===== src/rtl/spi_cmd_sequencer.sv =====
// Command sequencer: buffers SPI words in a small FIFO, parses header+argument
// commands and hands each one to the line, clear or swap unit, one at a time.
module spi_cmd_sequencer #(
  parameter int CORDW      = 16,
  parameter int FIFO_DEPTH = 8
) (
  input  logic             clock,
  input  logic             reset,
  input  logic             io_word_valid,
  input  logic [15:0]      io_word,
  output logic             io_line_start,
  output logic [CORDW-1:0] io_x0,
  output logic [CORDW-1:0] io_y0,
  output logic [CORDW-1:0] io_x1,
  output logic [CORDW-1:0] io_y1,
  input  logic             io_line_done,
  output logic             io_clear_start,
  output logic [15:0]      io_clear_color,
  input  logic             io_clear_done,
  output logic             io_swap_req,
  input  logic             io_swap_ack,
  output logic             io_overflow,
  output logic             io_bad_opcode,
  output logic             io_idle
);

  localparam int AW = (FIFO_DEPTH > 2) ? $clog2(FIFO_DEPTH) : 1;
  localparam logic [AW:0] DEPTH_C = FIFO_DEPTH[AW:0];

  localparam logic [3:0] OP_NOP   = 4'h0;
  localparam logic [3:0] OP_LINE  = 4'h1;
  localparam logic [3:0] OP_CLEAR = 4'h2;
  localparam logic [3:0] OP_SWAP  = 4'h3;

  typedef enum logic [1:0] {S_HEADER, S_ARGS, S_DISPATCH, S_WAIT} state_t;
  typedef enum logic [1:0] {C_NONE, C_LINE, C_CLEAR, C_SWAP} cmd_t;

  logic [15:0]      r_mem [FIFO_DEPTH];
  logic [AW-1:0]    r_wr_ptr;
  logic [AW-1:0]    r_rd_ptr;
  logic [AW:0]      r_count;
  logic [AW:0]      w_count_nxt;
  logic             w_push;
  logic             w_pop;
  logic             w_empty;
  logic [15:0]      w_head;

  state_t           r_state;
  cmd_t             r_cmd;
  logic [1:0]       r_arg_cnt;
  logic [CORDW-1:0] r_arg [4];
  logic [15:0]      r_clear_color;
  logic             r_line_start;
  logic             r_clear_start;
  logic             r_swap_req;
  logic             r_overflow;
  logic             r_bad_opcode;

  // Push is judged on the registered count only, so a same-cycle pop never frees room.
  assign w_empty = (r_count == {(AW+1){1'b0}});
  assign w_push  = io_word_valid && (r_count < DEPTH_C);
  assign w_pop   = ((r_state == S_HEADER) || (r_state == S_ARGS)) && !w_empty;
  assign w_head  = r_mem[r_rd_ptr];

  // Occupancy update from the push/pop pair.
  always_comb begin
    w_count_nxt = r_count;
    case ({w_push, w_pop})
      2'b10:   w_count_nxt = r_count + {{AW{1'b0}}, 1'b1};
      2'b01:   w_count_nxt = r_count - {{AW{1'b0}}, 1'b1};
      default: w_count_nxt = r_count;
    endcase
  end

  // FIFO storage; contents need no reset because the pointers define validity.
  always_ff @(posedge clock) begin
    if (w_push) begin
      r_mem[r_wr_ptr] <= io_word;
    end
  end

  // FIFO pointers, occupancy and the sticky overflow flag.
  always_ff @(posedge clock) begin
    if (reset) begin
      r_wr_ptr   <= {AW{1'b0}};
      r_rd_ptr   <= {AW{1'b0}};
      r_count    <= {(AW+1){1'b0}};
      r_overflow <= 1'b0;
    end else begin
      if (w_push) begin
        r_wr_ptr <= r_wr_ptr + AW'(1);
      end
      if (w_pop) begin
        r_rd_ptr <= r_rd_ptr + AW'(1);
      end
      r_count <= w_count_nxt;
      if (io_word_valid && !w_push) begin
        r_overflow <= 1'b1;
      end
    end
  end

  // Command parser and dispatcher; start strobes are set on entry to DISPATCH.
  always_ff @(posedge clock) begin
    if (reset) begin
      r_state       <= S_HEADER;
      r_cmd         <= C_NONE;
      r_arg_cnt     <= 2'd0;
      r_arg[0]      <= {CORDW{1'b0}};
      r_arg[1]      <= {CORDW{1'b0}};
      r_arg[2]      <= {CORDW{1'b0}};
      r_arg[3]      <= {CORDW{1'b0}};
      r_clear_color <= 16'h0000;
      r_line_start  <= 1'b0;
      r_clear_start <= 1'b0;
      r_swap_req    <= 1'b0;
      r_bad_opcode  <= 1'b0;
    end else begin
      r_line_start  <= 1'b0;
      r_clear_start <= 1'b0;
      case (r_state)
        S_HEADER: begin
          if (w_pop) begin
            case (w_head[15:12])
              OP_NOP: r_cmd <= C_NONE;
              OP_LINE: begin
                r_cmd     <= C_LINE;
                r_arg_cnt <= 2'd0;
                r_state   <= S_ARGS;
              end
              OP_CLEAR: begin
                r_cmd     <= C_CLEAR;
                r_arg_cnt <= 2'd0;
                r_state   <= S_ARGS;
              end
              OP_SWAP: begin
                r_cmd      <= C_SWAP;
                r_swap_req <= 1'b1;
                r_state    <= S_DISPATCH;
              end
              default: r_bad_opcode <= 1'b1;
            endcase
          end
        end
        S_ARGS: begin
          if (w_pop) begin
            if (r_cmd == C_CLEAR) begin
              r_clear_color <= w_head;
              r_clear_start <= 1'b1;
              r_state       <= S_DISPATCH;
            end else begin
              r_arg[r_arg_cnt] <= w_head[CORDW-1:0];
              r_arg_cnt        <= r_arg_cnt + 2'd1;
              if (r_arg_cnt == 2'd3) begin
                r_line_start <= 1'b1;
                r_state      <= S_DISPATCH;
              end
            end
          end
        end
        S_DISPATCH: r_state <= S_WAIT;
        S_WAIT: begin
          case (r_cmd)
            C_LINE:  if (io_line_done)  r_state <= S_HEADER;
            C_CLEAR: if (io_clear_done) r_state <= S_HEADER;
            C_SWAP: begin
              if (io_swap_ack) begin
                r_swap_req <= 1'b0;
                r_state    <= S_HEADER;
              end
            end
            default: r_state <= S_HEADER;
          endcase
        end
        default: r_state <= S_HEADER;
      endcase
    end
  end

  assign io_line_start  = r_line_start;
  assign io_x0          = r_arg[0];
  assign io_y0          = r_arg[1];
  assign io_x1          = r_arg[2];
  assign io_y1          = r_arg[3];
  assign io_clear_start = r_clear_start;
  assign io_clear_color = r_clear_color;
  assign io_swap_req    = r_swap_req;
  assign io_overflow    = r_overflow;
  assign io_bad_opcode  = r_bad_opcode;
  assign io_idle        = (r_state == S_HEADER) && w_empty;

endmodule


===== config.mk =====
export PLATFORM = sky130hd
export DESIGN_NAME = spi_cmd_sequencer
export DESIGN_NICKNAME = d
export VERILOG_FILES = /design/src/rtl/spi_cmd_sequencer.sv
export SDC_FILE = /design/constraint.sdc
export NUM_CORES = 1
export LEC_CHECK = 0
export CAP_MARGIN = 20
export CORE_ASPECT_RATIO = 1.4
export CORE_MARGIN = 2
export CORE_UTILIZATION = 57
export CTS_CLUSTER_DIAMETER = 50
export CTS_CLUSTER_SIZE = 28
export DETAILED_ROUTE_END_ITERATION = 12
export DONT_BUFFER_PORTS = 1
export PLACE_DENSITY = 0.72
export SETUP_SLACK_MARGIN = 0.2
export SYNTH_ARGS = -nofsm -noshare
export SYNTH_HDL_FRONTEND = slang
export SYNTH_SLANG_ARGS = --single-unit

===== constraint.sdc =====
create_clock -name clock -period 4.2 [get_ports clock]
set_input_delay 0.42 -clock clock [delete_from_list [all_inputs] [get_ports clock]]
set_output_delay 0.42 -clock clock [all_outputs]
set_load 0.1 [all_outputs]

# ---- Word-level counts from Yosys, hierarchy flattened
# Memories as Yosys holds them, arrays and structs flattened. A register that Yosys moved wholly into a read port is not among the register bits.
# Cells that the tools add are included.
dict set report word_totals {
  reg_bits 37
  ram_bits 192
  input_bits 22
  word_cells 110
  mem_count 2
}
# memory depth width rd rd_ports_with_merged_regs write_ports line_no
set mem_list {}
lappend mem_list {r_mem 8 16 1 1 1 38} ;# logic [15:0] r_mem [FIFO_DEPTH];
lappend mem_list {r_arg 4 16 4 0 4 51} ;# logic [CORDW-1:0] r_arg [4];
dict set report classes {
  add_sub_neg 5
  n_lt_le_gt_ge 1
  eq_ne 24
  mux 38
  bitwise 3
  reduce_logical 25
}
# cell n
set op_table {}
lappend op_table {{2-bit two-way mux} 12}
lappend op_table {{1-bit two-way mux} 16}
lappend op_table {{16-bit two-way mux} 1}
lappend op_table {{2-bit one-hot mux with 4 select lines} 2}
lappend op_table {{16-bit OR reduction} 1}
lappend op_table {{2-bit == test, second input constant} 6}
lappend op_table {{2-bit inequality test, second input constant} 6}
lappend op_table {{5-bit AND reduction} 2}
lappend op_table {{3-bit inequality test, second input constant} 3}
lappend op_table {{3-bit AND reduction} 3}
lappend op_table {{4-bit by 2-bit == test with 1-bit output, second input constant} 2}
lappend op_table {{4-bit zero test} 2}
lappend op_table {{2-bit one-hot mux with 2 select lines} 2}
lappend op_table {{4-bit one-hot mux with 2 select lines} 1}
lappend op_table {{4-bit OR reduction} 2}
lappend op_table {{7-bit AND reduction} 1}
lappend op_table {{3-bit by 1-bit adder with 3-bit output, second input constant} 2}
lappend op_table {{2-bit by 1-bit == test with 1-bit output, second input constant} 3}
lappend op_table {{3-bit two-way mux} 2}
lappend op_table {{2-bit one-hot mux with 3 select lines} 1}
lappend op_table {{2-bit nonzero test} 3}
lappend op_table {{4-bit by 1-bit adder with 4-bit output, second input constant} 1}
lappend op_table {{4-bit by 1-bit == test with 1-bit output, second input constant} 1}
lappend op_table {{1-bit logical AND} 4}
lappend op_table {{14 further kinds} 17}

# ---- Depth between registers and ports, before layout
dict set report logic_depth {
  word_depth 9
  ltp_mapped 12
  depth_no_buf 11
}

# ---- Worst setup path after synthesis
# Ideal clock, no wire load.
dict set report synth_timing {
  kind {input to register}
  startpoint {input io_word_valid}
  endpoint {memory r_mem[0][0], enable pin}
  t_arrival_ps 2451
  required_ps 3770
  path_slack_ps 1319
  path_stages 3
  path_buffers 0
  path_cell_list {nor2b_1 inv_2 nor4_1}
}
dict set report synth_between {
  elab_chain_len 3
}
# item line_no
set synth_rtl {}
lappend synth_rtl {{start, declared} 9} ;# input logic io_word_valid,
lappend synth_rtl {{1-bit logical AND} 61} ;# assign w_push = io_word_valid && (r_count < DEPTH_C);
lappend synth_rtl {{1-bit two-way mux} 77} ;# if (w_push) begin
lappend synth_rtl {{1-bit two-way mux (not written as such)} 78} ;# r_mem[r_wr_ptr] <= io_word;
lappend synth_rtl {{end, declared} 38}
# No other way between the ends.

==> out/results.ini <==
[outcome]
status = completed

[flow_run]
max-cap-violations = 0

[hold_path]
hold_path_end = io_clear_color[0]
holdPathStages = 1
hold_start = reset
hp-class = primary input to register

[timing]
tightestPinTransition_ps = 1067
fin_crit_sh = 0.7820
slew_headroom = 0.2882
maxSlewViolCount = 0
worst_clock_skew_ps = 23.45
finalHoldViolations = 0
rsz0062_at_grt = no
period_needed_ps = 3284
finalSetupTns_ps = 0
clock.fmax_mhz = 304.5
finalSetupViolCount = 0

[floorplan]
row_count = 54
fp.dieH_microns = 151.9
initial_utilization = 0.5757
die_area_sq_um = 16660
coreArea_sq_um = 15470
die_x_microns = 109.7
num_io_pins = 108

[logic_synthesis]
synth_area_sq_um = 8907
async_reset_ff_frac = 0
synthCells = 534
synth_cell_type_count = 51
synth_area_leaders = edfxtp_1 65%, dfxtp_1 9.0%, mux4_2 7.6%, nor2_1 4.3%, mux2i_1 1.9%
syn_area_per_cell_sq_um = 16.68
synth_nets = 565
ys_ff_latch = 232
synth_edf_count = 192
yosys_warnings = 0
synth_flop_cell = edfxtp_1
ys_seq_area_frac = 0.7372
yosys.area.top_type_share = 0.6473
yosysTopAreaCell = edfxtp_1

[setup_path]
cp_slowest_cell = or3b_1
critPathArrivalTime_ps = 3400
r2r_slack_ps = 920
r2r_end = r_arg[2][6]
cp_common_cell = nand2b_1
end_kind = register
rr_worst_depth = 6
slowest_delay_ps = 750
worstSetupPathType = register to register
crit_fanout = 20
crit_path_start_kind = register
path_cells = inv_1 > ha_1 > nor3b_1 > nand2b_1 > or3b_1 > nand2b_1
worstReg2RegStart = r_state[1]
critPathRequiredTime_ps = 4310

[finish]
final_net_count = 570
post-route-cell-area_sq_um = 9756
drive_above_1_share = 0.1517
syn_to_final_growth_pct = 9.524
num_antenna_cells = 0
mostFrequentLayoutCells = 192 x edfxtp_1, 99 x nor2_1, 39 x dfxtp_1
layout.cells.most_common = edfxtp_1

[routing]
vias = 4499
route.detailed.drc = 0
drt-initial-drc-count = 312
first_pass_iters = 4
drt-total-wl_microns = 17110
wl_met3_microns = 1176
top_layer = met4
ant_nets = 0
wl_per_cell_microns = 23.03
wl_met1_microns = 6551
avgViaCountPerCell = 6.055
wl_met2_microns = 8961

[placement]
dpl_cell_area_sq_um = 9120
routabilityCongestion = 0.8010
io_buffers = 0
dp_hpwl_microns = 10990

[clock_network]
cts_tree = yes
post-cts-setup-buffers = 0
path_clk_slew_ps = 90
clkSinkCount = 232
htree_levels = 1
cts_inserted_buffers = 14
max-clock-path-buffers = 3
insertion_delay_ps = 480
root_buffer = clkbuf_16

[power]
peakVddDrop_mv = 0.4013
p_per_area_nw_per_um2 = 624.2
p_leak_nw = 3.174

[global_route]
grt_max_degree = 35
antenna_found_initial = 0
overflow = 0
grt.total_usage = 0.2117
grt_pass1_vias = 4648
grt_pass1_wl_microns = 26660

-- worst max-delay path by stage --
stage,from,to,slack (ps)
4_1_cts,r_state[1],r_arg[2][6],920
3_3_place_gp,r_state[1],r_arg[2][15],1130
6_report,r_state[1],r_arg[2][6],920
5_1_grt,r_state[1],r_arg[2][9],610
3_5_place_dp,r_state[1],r_arg[2][1],940
2_1_floorplan,io_word_valid,r_mem[0][0],1320
-- Yosys cell counts (all sizes together) (2+ instances only) --
library cell / instances
xor2: 5
a211oi: 20
dfxtp: 40
buf: 15
nor2: 103
nor4: 3
mux2: 4
a31o: 2
or3b: 3
or3: 3
a21oi: 5
ha: 9
edfxtp: 192
nor3b: 3
o21ai: 8
mux4: 32
a31oi: 2
nor2b: 4
clkbuf: 13
mux2i: 20
nor3: 6
nand2: 11
nand2b: 10
xnor2: 3
inv: 5
-- worst max-delay path: cells and delay by family (launching register included) --
family | cells | cell delay [ps]
simple gates | 4 | 2200
buf+inv | 1 | 110
fa+ha+maj | 1 | 290
flops | 1 | 340
-- power breakdown --
part | total (mW) | internal, mW | switching (mW) | leakage, nW
registers | 3.28 | 2.69 | 0.588 | 2.15
logic | 1.30 | 0.525 | 0.772 | 0.788
clock network | 1.51 | 0.753 | 0.759 | 0.238
total | 6.09 | 3.97 | 2.12 | 3.17
-- per-stage QoR --
step	instances	power [mW]	hold slack (ps)	utilization	setup WS, ps
2_1_floorplan	534	4.283	472.5	-	1319
3_3_place_gp	708	4.575	484.6	0.5894	1126
3_5_place_dp	708	4.616	491.6	0.5894	936.4
4_1_cts	735	6.119	1.553	0.6231	922.1
5_1_grt	743	6.355	0.1988	0.6305	614.9
6_report	743	6.089	15.07	0.6305	915.6
-- cell type report --
| class | instances | area [sq um] |
|---|---|---|
| sequential | 232 | 6568 |
| fill | 1067 | 5717 |
| multi-input combinational | 269 | 2243 |
| clock buffer | 16 | 379.1 |
| tap | 196 | 245.2 |
| timing repair buffer | 17 | 190.2 |
| clock inverter | 8 | 111.4 |
| inverter | 5 | 18.77 |
-- layer usage --
metal	up-vias	global-route usage
met5	-	0
met4	0	0.05967
met3	33	0.05191
met2	141	0.3651
met1	2293	0.2639
li1	2032	-
-- sequential cells by signal, indices dropped and copies added (netlist names), named ones only --
signal / flops
r_state: 2
io_line_start: 1
r_mem: 128
io_clear_color: 16
io_overflow: 1
io_clear_start: 1
r_arg_cnt: 2
r_count: 4
r_rd_ptr: 3
io_bad_opcode: 1
r_wr_ptr: 3
io_swap_req: 1
r_arg: 64
r_cmd: 2
-- repair_timing --
| item | in CTS | in global routing |
|---|---|---|
| hold buffers | 3 | 6 |
| endpoints found under the hold margin | 13 | 20 |
| resized for setup | 0 | 0 |
-- kinds of logic after synthesis --
kind of cell / count (synthesis) / share of synthesized area
AOI/OAI and AO/OA: 45 / 0.03624
adders and majority gates: 9 / 0.01264
DFF: 232 / 0.7372
and+or+nand+nor: 151 / 0.07571
muxes: 56 / 0.1125
xor gates and xnor gates: 8 / 0.007867
buffers and inverters: 33 / 0.01784
Power figures use the tool's default switching activity.
